### src/rtl/lsu_dmem_master.sv
// Load/store unit master for a single-ported data memory.
// Range and alignment checks run at accept; loads get lane select and extension.
module lsu_dmem_master #(
   parameter logic [31:0] BASE_ADDR   = 32'h10010000,
   parameter int unsigned DEPTH_WORDS = 1024,
   parameter int unsigned WAIT_CYCLES = 1
) (
   input  logic        clk,
   input  logic        rst,
   input  logic        req_valid,
   output logic        req_ready,
   input  logic        req_we,
   input  logic [1:0]  req_size,
   input  logic        req_signed,
   input  logic [31:0] req_addr,
   input  logic [31:0] req_wdata,
   output logic        resp_valid,
   input  logic        resp_ready,
   output logic [31:0] resp_rdata,
   output logic        resp_err,
   output logic [31:0] resp_badaddr,
   output logic        mem_ena,
   output logic        mem_wena,
   output logic [1:0]  mem_w_cs,
   output logic [1:0]  mem_r_cs,
   output logic [31:0] mem_addr,
   output logic [31:0] mem_wdata,
   input  logic [31:0] mem_rdata
);

   typedef enum logic [1:0] {
      IDLE   = 2'd0,
      ACCESS = 2'd1,
      RESP   = 2'd2
   } state_t;

   localparam logic [1:0]  SZ_WORD  = 2'b01;
   localparam logic [1:0]  SZ_HALF  = 2'b10;
   localparam logic [1:0]  SZ_BYTE  = 2'b11;
   localparam logic [3:0]  CNT_LOAD = 4'(WAIT_CYCLES - 1);
   localparam logic [31:0] DEPTH_W  = 32'(DEPTH_WORDS);

   state_t      state_q, state_d;
   logic [3:0]  cnt_q, cnt_d;
   logic        we_q, we_d;
   logic [1:0]  size_q, size_d;
   logic        signed_q, signed_d;
   logic [31:0] addr_q, addr_d;
   logic [31:0] wdata_q, wdata_d;
   logic [31:0] rdata_q, rdata_d;
   logic        err_q, err_d;
   logic [31:0] badaddr_q, badaddr_d;

   logic        accept;
   logic [31:0] offset;
   logic        range_err;
   logic        align_err;
   logic        req_err;
   logic [7:0]  lane_byte;
   logic [15:0] lane_half;
   logic [31:0] load_data;
   logic [31:0] store_data;
   logic        last_access;

   assign accept      = req_valid && req_ready;
   assign last_access = (state_q == ACCESS) && (cnt_q == 4'd0);

   // The below-base test comes first so a wrapped offset is never trusted.
   always_comb begin
      offset    = req_addr - BASE_ADDR;
      range_err = (req_addr < BASE_ADDR) || ((offset >> 2) >= DEPTH_W);
      align_err = (req_size == 2'b00)
                  || ((req_size == SZ_HALF) && req_addr[0])
                  || ((req_size == SZ_WORD) && (req_addr[1:0] != 2'b00));
      req_err   = range_err || align_err;
   end

   always_comb begin
      lane_byte = 8'h00;
      case (addr_q[1:0])
         2'd0:    lane_byte = mem_rdata[7:0];
         2'd1:    lane_byte = mem_rdata[15:8];
         2'd2:    lane_byte = mem_rdata[23:16];
         default: lane_byte = mem_rdata[31:24];
      endcase
      lane_half = addr_q[1] ? mem_rdata[31:16] : mem_rdata[15:0];
      case (size_q)
         SZ_BYTE: load_data = signed_q ? {{24{lane_byte[7]}}, lane_byte} : {24'h0, lane_byte};
         SZ_HALF: load_data = signed_q ? {{16{lane_half[15]}}, lane_half} : {16'h0, lane_half};
         default: load_data = mem_rdata;
      endcase
   end

   // Store data leaves right-aligned; the memory places it by mem_w_cs and mem_addr.
   always_comb begin
      case (size_q)
         SZ_BYTE: store_data = {24'h0, wdata_q[7:0]};
         SZ_HALF: store_data = {16'h0, wdata_q[15:0]};
         default: store_data = wdata_q;
      endcase
   end

   always_ff @(posedge clk or posedge rst) begin
      if (rst) begin
         state_q   <= IDLE;
         cnt_q     <= 4'd0;
         we_q      <= 1'b0;
         size_q    <= 2'b00;
         signed_q  <= 1'b0;
         addr_q    <= 32'h0;
         wdata_q   <= 32'h0;
         rdata_q   <= 32'h0;
         err_q     <= 1'b0;
         badaddr_q <= 32'h0;
      end else begin
         state_q   <= state_d;
         cnt_q     <= cnt_d;
         we_q      <= we_d;
         size_q    <= size_d;
         signed_q  <= signed_d;
         addr_q    <= addr_d;
         wdata_q   <= wdata_d;
         rdata_q   <= rdata_d;
         err_q     <= err_d;
         badaddr_q <= badaddr_d;
      end
   end

   always_comb begin
      state_d   = state_q;
      cnt_d     = cnt_q;
      we_d      = we_q;
      size_d    = size_q;
      signed_d  = signed_q;
      addr_d    = addr_q;
      wdata_d   = wdata_q;
      rdata_d   = rdata_q;
      err_d     = err_q;
      badaddr_d = badaddr_q;
      case (state_q)
         IDLE: begin
            if (accept) begin
               we_d      = req_we;
               size_d    = req_size;
               signed_d  = req_signed;
               addr_d    = req_addr;
               wdata_d   = req_wdata;
               rdata_d   = 32'h0;
               if (req_err) begin
                  state_d   = RESP;
                  err_d     = 1'b1;
                  badaddr_d = req_addr;
               end else begin
                  state_d   = ACCESS;
                  cnt_d     = CNT_LOAD;
                  err_d     = 1'b0;
                  badaddr_d = 32'h0;
               end
            end
         end
         ACCESS: begin
            if (cnt_q == 4'd0) begin
               state_d = RESP;
               rdata_d = we_q ? 32'h0 : load_data;
            end else begin
               cnt_d = cnt_q - 4'd1;
            end
         end
         RESP: begin
            if (resp_ready) begin
               state_d = IDLE;
            end
         end
         default: begin
            state_d = IDLE;
         end
      endcase
   end

   always_comb begin
      req_ready    = (state_q == IDLE) && !rst;
      resp_valid   = (state_q == RESP);
      resp_rdata   = resp_valid ? rdata_q : 32'h0;
      resp_err     = resp_valid ? err_q : 1'b0;
      resp_badaddr = resp_valid ? badaddr_q : 32'h0;
      mem_ena      = 1'b0;
      mem_wena     = 1'b0;
      mem_w_cs     = 2'b00;
      mem_r_cs     = 2'b00;
      mem_addr     = 32'h0;
      mem_wdata    = 32'h0;
      if (state_q == ACCESS) begin
         mem_ena   = 1'b1;
         mem_wena  = we_q && last_access;
         mem_w_cs  = size_q;
         mem_r_cs  = SZ_WORD;
         mem_addr  = addr_q;
         mem_wdata = we_q ? store_data : 32'h0;
      end
   end

endmodule

### config.mk
export PLATFORM = sky130hd
export DESIGN_NAME = lsu_dmem_master
export DESIGN_NICKNAME = d
export VERILOG_FILES = /design/src/rtl/lsu_dmem_master.sv
export SDC_FILE = /design/constraint.sdc
export NUM_CORES = 1
export LEC_CHECK = 0
export CAP_MARGIN = 15
export CELL_PAD_IN_SITES_DETAIL_PLACEMENT = 0
export CELL_PAD_IN_SITES_GLOBAL_PLACEMENT = 2
export CORE_MARGIN = 2
export CORE_UTILIZATION = 25
export CTS_CLUSTER_DIAMETER = 30
export CTS_CLUSTER_SIZE = 14
export DETAILED_ROUTE_END_ITERATION = 12
export PLACE_DENSITY_LB_ADDON = 0.1
export RECOVER_POWER = 25
export SYNTH_ARGS = -nofsm -noshare
export SYNTH_HDL_FRONTEND = slang
export SYNTH_SLANG_ARGS = --single-unit
export TNS_END_PERCENT = 5
### constraint.sdc
create_clock -name clk -period 6.4 [get_ports clk]
set_input_delay 1.28 -clock clk [delete_from_list [all_inputs] [get_ports clk]]
set_output_delay 1.28 -clock clk [all_outputs]
set_load 0.01 [all_outputs]
### Word-level counts from Yosys, hierarchy flattened

Cells that the tools add are included.

| cells by class | value |
|---|---|
| $add $sub $neg | 2 |
| $lt $le $gt $ge | 2 |
| eq/ne operators | 13 |
| mux-type cells | 31 |
| reductions and logical operators | 21 |

Operators with widths:

| operator | number |
|---|---|
| 2-to-1 mux 32 bit | 11 |
| one-hot mux 32 bit (2 select lines) | 3 |
| less-than comparator 32 x 29 -> 1 bit, second input constant | 1 |
| subtractor 32 x 29 -> 32 bit, second input constant | 1 |
| >= comparator 30 x 11 -> 1 bit, second input constant | 1 |
| one-hot mux 8 bit (3 select lines) | 1 |
| 2-to-1 mux 16 bit | 1 |
| 2-to-1 mux 4 bit | 3 |
| equality test 2 bit, second input constant | 5 |
| 2-to-1 mux 2 bit | 5 |
| one-hot mux 4 bit (2 select lines) | 1 |
| equality test 2 x 1 -> 1 bit, second input constant | 3 |
| logical AND 1 bit | 6 |
| zero test 2 bit | 3 |
| inequality test 2 bit, second input constant | 3 |
| one-hot mux 2 bit (3 select lines) | 1 |
| AND reduction 3 bit | 2 |
| 2-to-1 mux 1 bit | 5 |
| zero test 4 bit | 1 |
| logical OR 1 bit | 4 |
| inequality test 2 x 1 -> 1 bit, second input constant | 2 |
| AND reduction 4 bit | 1 |
| nonzero test 2 bit | 2 |
| subtractor 4 x 1 -> 4 bit, second input constant | 1 |
| 2 further kinds | 2 |

| storage, ports and cells | value |
|---|---|
| register bits after elaboration | 139 |
| input bits | 104 |
| word-level logic and storage cells | 79 |

### Depth between registers and ports, before layout

Gate-level depths: netlist (run 1).

| depth | value |
|---|---|
| depth in word-level cells | 8 |
| mapped depth | 7 |
| gate-level depth less buffers | 6 |

### Worst setup path after synthesis (run 1)

No wires, ideal clock.

| path | value |
|---|---|
| kind | input-to-output |
| start | input rst |
| end | output req_ready |
| data arrival time | 1.474 ns |
| required time | 5.120 ns |
| path slack | 3.646 ns |
| cell stages on the path | 1 |
| path buffers | 0 |
| cell sequence | nor3_2 |

| on the way | value |
|---|---|
| cells in the longest elaborated chain, start to end | 2 |

Ends and longest elaborated chain:

| item | RTL line | source |
|---|---|---|
| from (decl) | 9 | `input logic rst,` |
| zero test 1 bit | 181 | `req_ready = (state_q == IDLE) && !rst;` |
| logical AND 1 bit | 181 |  |
| to (decl) | 11 | `output logic req_ready,` |

Every way passes these cells.

### Worst setup path in the final report (run 1)

| path | value |
|---|---|
| start | register state_q[0] |
| end | output mem_wdata[19] |

| on the way | value |
|---|---|
| cells in the longest elaborated chain, start to end | 2 |

Ends and longest elaborated chain:

| item | RTL line | source |
|---|---|---|
| from (decl) | 43 | `state_t state_q, state_d;` |
| from (signal assigned) | 116 | `state_q <= state_d;` |
| equality test 2 x 1 -> 1 bit | 192 | `if (state_q == ACCESS) begin` |
| 2-to-1 mux 32 bit | 192 |  |
| to (decl) | 27 | `output logic [31:0] mem_wdata,` |

Every way passes these cells.

==> results of run 1 <==
-- final cells by class --
cell class | count | area share
flip-flops and latches | 139 | 0.349
well taps | 335 | 0.0421
clock inverters | 12 | 0.0139
clock buffers | 19 | 0.0445
multi-input cells | 585 | 0.301
repair buffers | 248 | 0.247
inverters | 5 | 0.00201
-- state kept, by name, indices dropped and copies added (netlist names) --
| register | cells |
|---|---|
| err_q | 1 |
| addr_q | 32 |
| size_q | 2 |
| wdata_q | 32 |
| we_q | 1 |
| signed_q | 1 |
| cnt_q | 4 |
| rdata_q | 32 |
| state_q | 2 |
| badaddr_q | 32 |
-- worst min-delay path, delay by kind of cell (launching register included) --
kind             cells  cell delay (ns)
flip-flops           1             0.33
AND/OR/NAND/NOR      2             0.10
-- where the power goes --
group	switching [mW]	internal (mW)
clock network	0.412	0.588
logic	0.279	0.237
registers	0.110	1.04
-- through the flow --
| stage | instance area, sq um | worst slack, ns | power (mW) |
|---|---|---|---|
| final | 9960 | 2.10 | 2.66 |
| after global routing | 9960 | 1.81 | 2.83 |
| after CTS | 9960 | 1.99 | 2.71 |
| after detailed placement | 9380 | 2.45 | 1.69 |
| after global placement | 9380 | 2.46 | 1.69 |
| after floorplan | 6700 | 1.40 | 1.45 |
-- path summary, 6_finish.rpt --
check                       startpoint             to  slack, ns  cells past startpoint
setup / recovery            state_q[0]  mem_wdata[19]       2.10                      6
hold / removal             rdata_q[11]    rdata_q[11]       0.46                      2
setup reg to reg            state_q[0]    rdata_q[22]       4.02                      5
hold reg to reg            rdata_q[11]    rdata_q[11]       0.46                      2
max in group asynchronous          rst  badaddr_q[16]       2.56                      3
min in group asynchronous          rst     state_q[1]       1.71                      2
-- cells in the mapped netlist, types with 2 or more instances --
cell and instances:
inv_1 4, nor2_1 15, buf_4 5, buf_2 11, nor3_2 2, nand2_1 299
dfrtp_1 139, clkbuf_1 32, nand3_1 2, o221ai_1 8, and2_1 123, or3_1 2
nor4_1 4, nor2b_1 3, o21ai_1 11, o21ai_0 47, xor2_1 2, mux2i_1 19
nor4b_1 3, clkbuf_2 2, a21oi_1 17, and3_1 8, nand2b_1 3
-- kinds of logic after synthesis --
kind of cell | count (synthesis)
adder cells (fa/ha/maj) | 1
multiplexers | 20
flip-flops | 139
buffers and inverters | 56
AND/OR/NAND/NOR | 472
other | 1
XOR/XNOR | 2
AO/OA/AOI/OAI | 89
-- routing by layer --
layer	track usage	share of wire	vias to the layer above
met5	0	0	-
met2	0.287	0.48	152
li1	-	-	2923
met4	0.0408	0.0099	0
met1	0.215	0.45	2824
met3	0.0527	0.059	14
==> reports/qor.yml, run 1 <==
run_status:
  status: "complete, but fails checks"
  violations: "capacitance limit, slew limit"
synthesis:
  yosys.area.top_type: "dfrtp_1"
  ys_types: 42
  synth_fa_ha_area_frac: 0.00187
  yosys.area_share.xor_xnor: 0.00262
  ys_warn_count: 0
  syn_nets: 885
  synth_edf_count: 0
  async_flop_share: 1.00
  avgSynthCellArea_sq_um: 8.59
  synthMuxAreaShare: 0.0318
  synth_top_family_by_area: "simple AND/OR/NAND/NOR gates"
  synth_area_leaders: "dfrtp_1 52%, nand2_1 17%, and2_1 11%"
  yosys.area_share.simple: 0.331
  yosysSeqAreaShare: 0.519
  synth_area_sq_um: 6700
  ys_ff_latch: 139
  synthCells: 780
  synth_compound_area_frac: 0.0753
  synth_flop_cell: "dfrtp_1"
  synth_top_area_frac: 0.519
detailed_routing:
  avgViaCountPerCell: 4.40
  drtIter0Drc: 346
  post_drt_wl_per_cell_um: 17.5
  ant_nets: 0
  wl_um: 23500
  via_count: 5913
  drc: 0
  dr.pass1.iters: 4
clock_network:
  post-cts-setup-buffers: 0
  clk_pin_slew_ns: 0.06
  cts_resized: 0
  cts_tree: "built"
  cts_root_buffer: "clkbuf_16"
  clock_path_buffers: 2
  numCtsBuffers: 17
  holdBufCountCts: 0
  cts_sinks: 139
  cts_max_level: 4
  clock_latency_ns: 0.42
grt:
  antenna_found_initial: 1
  grt_pass1_vias: 6272
  grt_use_total: 0.171
  grt_overflow: 0
  grt_max_degree: 72
  grt_pass1_wl_um: 36900
worst_setup_path:
  path_buf_inv: 2
  critPathTopFamily: "simple AND/OR/NAND/NOR gates"
  crit_path_max_incr_delay_ns: 0.82
  endpoint_kind: "primary output"
  path_class: "reg -> out"
  start_kind: "flop"
  cp.arrival_ns: 3.02
  slowest_stage: "nor2_1"
  crit_fanout: 16
  worst-endpoint-required_ns: 5.12
  path_cells: "nand2b_1 > inv_2 > nand2_1 > nor2_1 > and2_1 > clkdlybuf4s50_1"
placement:
  dp_cells: 1312
  gp_congestion: 0.739
  dpl.hpwl_um: 15800
  portBuffers: 239
cells_and_area:
  final_cell_mix: "298 x nand2_1, 238 x clkdlybuf4s50_1, 139 x dfrtp_1"
  final_common_cell: "nand2_1"
  nNetsFinal: 1101
  fillCellCount: 2729
  diodes: 0
  drive_above_1_share: 0.0536
  final_core_util: 0.380
  multi_input_area_sq_um: 3000
  stdcell_count: 1343
  seq_area_sq_um: 3480
  area_growth_pct: 48.6
pwr:
  ir_drop_uv: 119
  p_leak_nw: 4.59
  pwr_density_cell_nw_per_um2: 268
floorplan:
  die_area_sq_um: 28100
  die_w_um: 168
  initial_core_util: 0.256
  core-area_sq_um: 26200
  row_count: 59
  die-height_um: 168
  io_pins: 241
sta:
  hold_violations: 0
  final.setup.tns_ns: 0
  period_minus_slack_ns: 4.30
  drv_slew: 60
  hold_slack_ns: 0.457
  worst_slew_margin_rel: -0.0400
  period_share: 0.671
  tightest_slew_ns: 1.56
  max_freq_ghz: 0.233
  finClkSkew_ns: 0.00936
  rsz0062_at_grt: "no"
  finalSetupViolCount: 0
hold_path:
  hold_class: "reg -> reg"
flow_run:
  max-cap-violations: 1
No activity file was read; power rests on OpenSTA's default activity.
==> run 2, diff against run 1 <==
--- a/config.mk
+++ b/config.mk
@@ -9,7 +9,7 @@
 export CELL_PAD_IN_SITES_DETAIL_PLACEMENT = 0
 export CELL_PAD_IN_SITES_GLOBAL_PLACEMENT = 2
 export CORE_MARGIN = 2
-export CORE_UTILIZATION = 25
+export CORE_UTILIZATION = 23
 export CTS_CLUSTER_DIAMETER = 30
 export CTS_CLUSTER_SIZE = 14
 export DETAILED_ROUTE_END_ITERATION = 12
==> constraint.sdc (replaced) <==
create_clock -name clk -period 3.6 [get_ports clk]
set_input_delay 0.72 -clock clk [delete_from_list [all_inputs] [get_ports clk]]
set_output_delay 0.72 -clock clk [all_outputs]
set_load 0.01 [all_outputs]
==> reports/qor.yml, run 2 (synthesis results as in run 1) <==
run_status:
  status: "complete, but fails checks"
  violations: "capacitance limit, slew limit"
detailed_routing:
  dr.pass1.iters: 4
  post_drt_wl_per_cell_um: 17.4
  wl_um: 24500
  avgViaCountPerCell: 4.23
  via_count: 5941
  ant_nets: 0
  drc: 0
  drtIter0Drc: 331
grt:
  antenna_found_initial: 0
  grt_pass1_wl_um: 37900
  grt_overflow: 0
  grt_max_degree: 110
  grt_pass1_vias: 6326
  grt_use_total: 0.163
pwr:
  seq_power_share: 0.414
  pwr_density_cell_nw_per_um2: 485
  total_power_mw: 4.93
  p_int_mw: 3.46
  ir_drop_uv: 257
  netSwitchingFraction: 0.299
  p_leak_nw: 4.65
  p_comb_frac: 0.197
  clockPowerShare: 0.389
  p_sw_mw: 1.47
sta:
  finClkSkew_ns: 0.0108
  max_freq_ghz: 0.312
  hold_slack_ns: 0.461
  period_minus_slack_ns: 3.20
  rsz0062_at_grt: "no"
  final.setup.tns_ns: 0
  finalSetupViolCount: 0
  drv_slew: 141
  hold_violations: 0
  period_share: 0.890
  worst_slew_margin_rel: -0.178
  tightest_slew_ns: 1.77
worst_setup_path:
  path_cells: "nand2b_1 > inv_2 > nand2_1 > nor2_1 > buf_4 > and2_1 > clkdlybuf4s50_1"
  crit_fanout: 16
  worstRegToRegCells: 6
  worst-endpoint-required_ns: 2.88
  slowest_stage: "clkdlybuf4s50_1"
  path_class: "reg -> out"
  endpoint_kind: "primary output"
  critPathTopFamily: "buffers and inverters"
  crit_path_max_incr_delay_ns: 0.53
  path_buf_inv: 3
  cp.arrival_ns: 2.48
  cp_num_cells: 7
  reg2reg_slack_ns: 1.27
  start_kind: "flop"
clock_network:
  cts_tree: "built"
  holdBufCountCts: 0
  clock_latency_ns: 0.42
  cts_max_level: 4
  clock_path_buffers: 2
  clk_pin_slew_ns: 0.07
  numCtsBuffers: 17
  cts_resized: 0
  post-cts-setup-buffers: 0
  cts_sinks: 139
  cts_root_buffer: "clkbuf_16"
floorplan:
  die_w_um: 175
  initial_core_util: 0.233
  row_count: 62
  io_pins: 241
  die_area_sq_um: 30500
  core-area_sq_um: 28700
  die-height_um: 175
cells_and_area:
  final_cell_mix: "298 x nand2_1, 238 x clkdlybuf4s50_1, 139 x dfrtp_1"
  nNetsFinal: 1111
  stdcell_count: 1403
  final_common_cell: "nand2_1"
  diodes: 0
  drive_above_1_share: 0.0618
  area_growth_pct: 51.7
  design_area_sq_um: 10200
  fillCellCount: 3047
placement:
  dpl.hpwl_um: 17300
  dp_cells: 1371
  place_area_sq_um: 9550
  portBuffers: 239
  gp_congestion: 0.762
flow_run:
  max-cap-violations: 2
hold_path:
  hold_class: "reg -> reg"
  worstHoldPathCells: 2
[run 2: path summary, 6_finish.rpt]
kind	start	to
max	state_q[0]	mem_wdata[30]
min	rdata_q[9]	rdata_q[9]
max reg2reg	cnt_q[0]	rdata_q[28]
min reg2reg	rdata_q[9]	rdata_q[9]
max in group asynchronous	rst	wdata_q[1]
min in group asynchronous	rst	cnt_q[2]
[run 2: final cells by class]
type                    count  area, sq um  share of cell area
flip-flops and latches    139         3480               0.342
clock inverters            13          191              0.0188
inverters                   5         20.0             0.00197
well taps                 384          480              0.0473
multi-input cells         585         3000               0.295
clock buffers              19          433              0.0426
repair buffers            258         2560               0.252
[run 2: worst register-to-register path: cells and delay by family (launching register included)]
family | cells | cell delay (ns)
and+or+nand+nor | 2 | 0.97
AOI/OAI and AO/OA | 2 | 0.57
DFF | 1 | 0.39
adders and majority gates | 1 | 0.24
buffers and inverters | 1 | 0.08
[run 2: power by group through the flow]
stage | Sequential (mW) | Combinational, mW | Clock [mW]
6_report | 2.04 | 0.969 | 1.92
5_1_grt | 2.08 | 1.10 | 2.04
4_1_cts | 2.05 | 1.00 | 1.98
3_5_place_dp | 2.07 | 0.996 | 0
3_3_place_gp | 2.08 | 0.991 | 0
2_1_floorplan | 1.97 | 0.597 | 0
[run 2: through the flow]
step / worst slack, ns / utilization
6_report: 0.396 / 0.354
5_1_grt: 0.200 / 0.354
4_1_cts: 0.340 / 0.355
3_5_place_dp: 0.601 / 0.333
3_3_place_gp: 0.646 / 0.333
2_1_floorplan: 1.14 / -
[run 2: metal layers]
metal | vias to the layer above | part of all wire | global-route usage
li1 | 2943 | - | -
met5 | - | 0 | 0
met4 | 0 | 0.0095 | 0.0382
met2 | 157 | 0.50 | 0.278
met1 | 2830 | 0.43 | 0.203
met3 | 11 | 0.062 | 0.0487
==> run 3, diff against run 2 <==
--- a/config.mk
+++ b/config.mk
@@ -8,8 +8,8 @@
 export CAP_MARGIN = 15
 export CELL_PAD_IN_SITES_DETAIL_PLACEMENT = 0
 export CELL_PAD_IN_SITES_GLOBAL_PLACEMENT = 2
-export CORE_MARGIN = 2
-export CORE_UTILIZATION = 23
+export CORE_MARGIN = 1.5
+export CORE_UTILIZATION = 27
 export CTS_CLUSTER_DIAMETER = 30
 export CTS_CLUSTER_SIZE = 14
 export DETAILED_ROUTE_END_ITERATION = 12
==> constraint.sdc (replaced) <==
create_clock -name clk -period 4.1 [get_ports clk]
set_input_delay 0.82 -clock clk [delete_from_list [all_inputs] [get_ports clk]]
set_output_delay 0.82 -clock clk [all_outputs]
set_load 0.01 [all_outputs]
==> reports/qor.yml, run 3 (synthesis results as in run 1) <==
run_status:
  status: "complete, but fails checks"
  violations: "capacitance limit, slew limit"
cells_and_area:
  final_core_util: 0.413
  diodes: 0
  final_common_cell: "nand2_1"
  fillCellCount: 2501
  drive_above_1_share: 0.0591
  nNetsFinal: 1109
  final_cell_mix: "298 x nand2_1, 238 x clkdlybuf4s50_1, 139 x dfrtp_1"
  area_growth_pct: 50.0
detailed_routing:
  ant_nets: 0
  post_drt_wl_per_cell_um: 17.1
  via_count: 5918
  avgViaCountPerCell: 4.42
  wl_um: 23000
  dr.pass1.iters: 4
  drc: 0
  drtIter0Drc: 270
pwr:
  p_leak_nw: 4.63
  p_comb_frac: 0.197
  clockPowerShare: 0.387
  pwr_density_cell_nw_per_um2: 426
  p_int_mw: 3.02
  netSwitchingFraction: 0.294
  p_sw_mw: 1.26
  seq_power_share: 0.416
  total_power_mw: 4.28
  ir_drop_uv: 244
clock_network:
  cts_tree: "built"
  clk_pin_slew_ns: 0.06
  clock_path_buffers: 2
  cts_sinks: 139
  cts_max_level: 4
  post-cts-setup-buffers: 0
  cts_root_buffer: "clkbuf_16"
  clock_latency_ns: 0.42
  holdBufCountCts: 0
  cts_resized: 0
  numCtsBuffers: 17
hold_path:
  hold_class: "reg -> reg"
sta:
  worst_slew_margin_rel: -0.133
  finalSetupViolCount: 0
  rsz0062_at_grt: "no"
  tightest_slew_ns: 1.69
  final.setup.tns_ns: 0
  drv_slew: 35
  period_share: 0.854
  period_minus_slack_ns: 3.50
  hold_slack_ns: 0.459
  finClkSkew_ns: 0.00978
  hold_violations: 0
  max_freq_ghz: 0.286
worst_setup_path:
  crit_path_max_incr_delay_ns: 0.57
  slowest_stage: "a21oi_1"
  cp.arrival_ns: 2.68
  path_cells: "nand2b_1 > inv_2 > nand2_1 > a21oi_1 > and2_1 > clkdlybuf4s50_1"
  worst-endpoint-required_ns: 3.28
  path_class: "reg -> out"
  start_kind: "flop"
  crit_fanout: 8
  endpoint_kind: "primary output"
grt:
  grt_overflow: 0
  grt_use_total: 0.183
  grt_pass1_wl_um: 35900
  grt_pass1_vias: 6176
  antenna_found_initial: 0
  grt_max_degree: 71
floorplan:
  die_area_sq_um: 25800
  core-area_sq_um: 24300
  row_count: 57
  initial_core_util: 0.275
  io_pins: 241
  die_w_um: 161
  die-height_um: 161
flow_run:
  max-cap-violations: 1
placement:
  dpl.hpwl_um: 15800
  portBuffers: 239
  gp_congestion: 0.766
[run 3: critical path, delay by kind of cell, from the launching register on]
family	cells	cell delay [ns]
buf+inv	2	0.63
flops	1	0.49
simple gates	3	0.56
compound gates	1	0.57
[run 3: path summary, 6_finish.rpt]
kind,from,slack (ns),depth (start not counted),end
setup / recovery,state_q[0],0.60,6,mem_wdata[11]
hold / removal,rdata_q[15],0.46,2,rdata_q[15]
setup reg to reg,cnt_q[0],1.77,6,rdata_q[28]
hold reg to reg,rdata_q[15],0.46,2,rdata_q[15]
max in group asynchronous,rst,0.83,3,addr_q[8]
min in group asynchronous,rst,1.35,2,state_q[0]
[run 3: power by group through the flow]
stage               logic, mW  clock network, mW  registers, mW
finish                  0.843               1.66           1.78
global route            0.956               1.76           1.81
CTS                     0.868               1.70           1.78
detailed placement      0.865                  0           1.80
global placement        0.860                  0           1.80
floorplan               0.524                  0           1.73
[run 3: area by class of cell]
type | instances | area, sq um | area share
sequential | 139 | 3480 | 0.346
inverter | 5 | 20.0 | 0.00199
clock inverter | 13 | 195 | 0.0194
multi-input combinational | 585 | 3000 | 0.299
tap | 324 | 405 | 0.0404
clock buffer | 17 | 425 | 0.0423
timing repair buffer | 256 | 2520 | 0.251
[run 3: per-stage QoR]
| stage | std cells | instance area [sq um] | worst slack [ns] |
|---|---|---|---|
| after global placement | 1309 | 9450 | 1.01 |
| final | 1339 | 10000 | 0.600 |
| after global routing | 1339 | 10000 | 0.314 |
| after floorplan | 780 | 6700 | 1.54 |
| after CTS | 1339 | 10100 | 0.447 |
| after detailed placement | 1309 | 9450 | 0.912 |
[run 3: layer usage]
layer | vias up | wire (um) | global-route usage
met5 | - | 0 | 0
met3 | 21 | 1490 | 0.0555
met4 | 0 | 293 | 0.0480
met1 | 2796 | 10000 | 0.228
met2 | 164 | 11200 | 0.309
li1 | 2937 | - | -
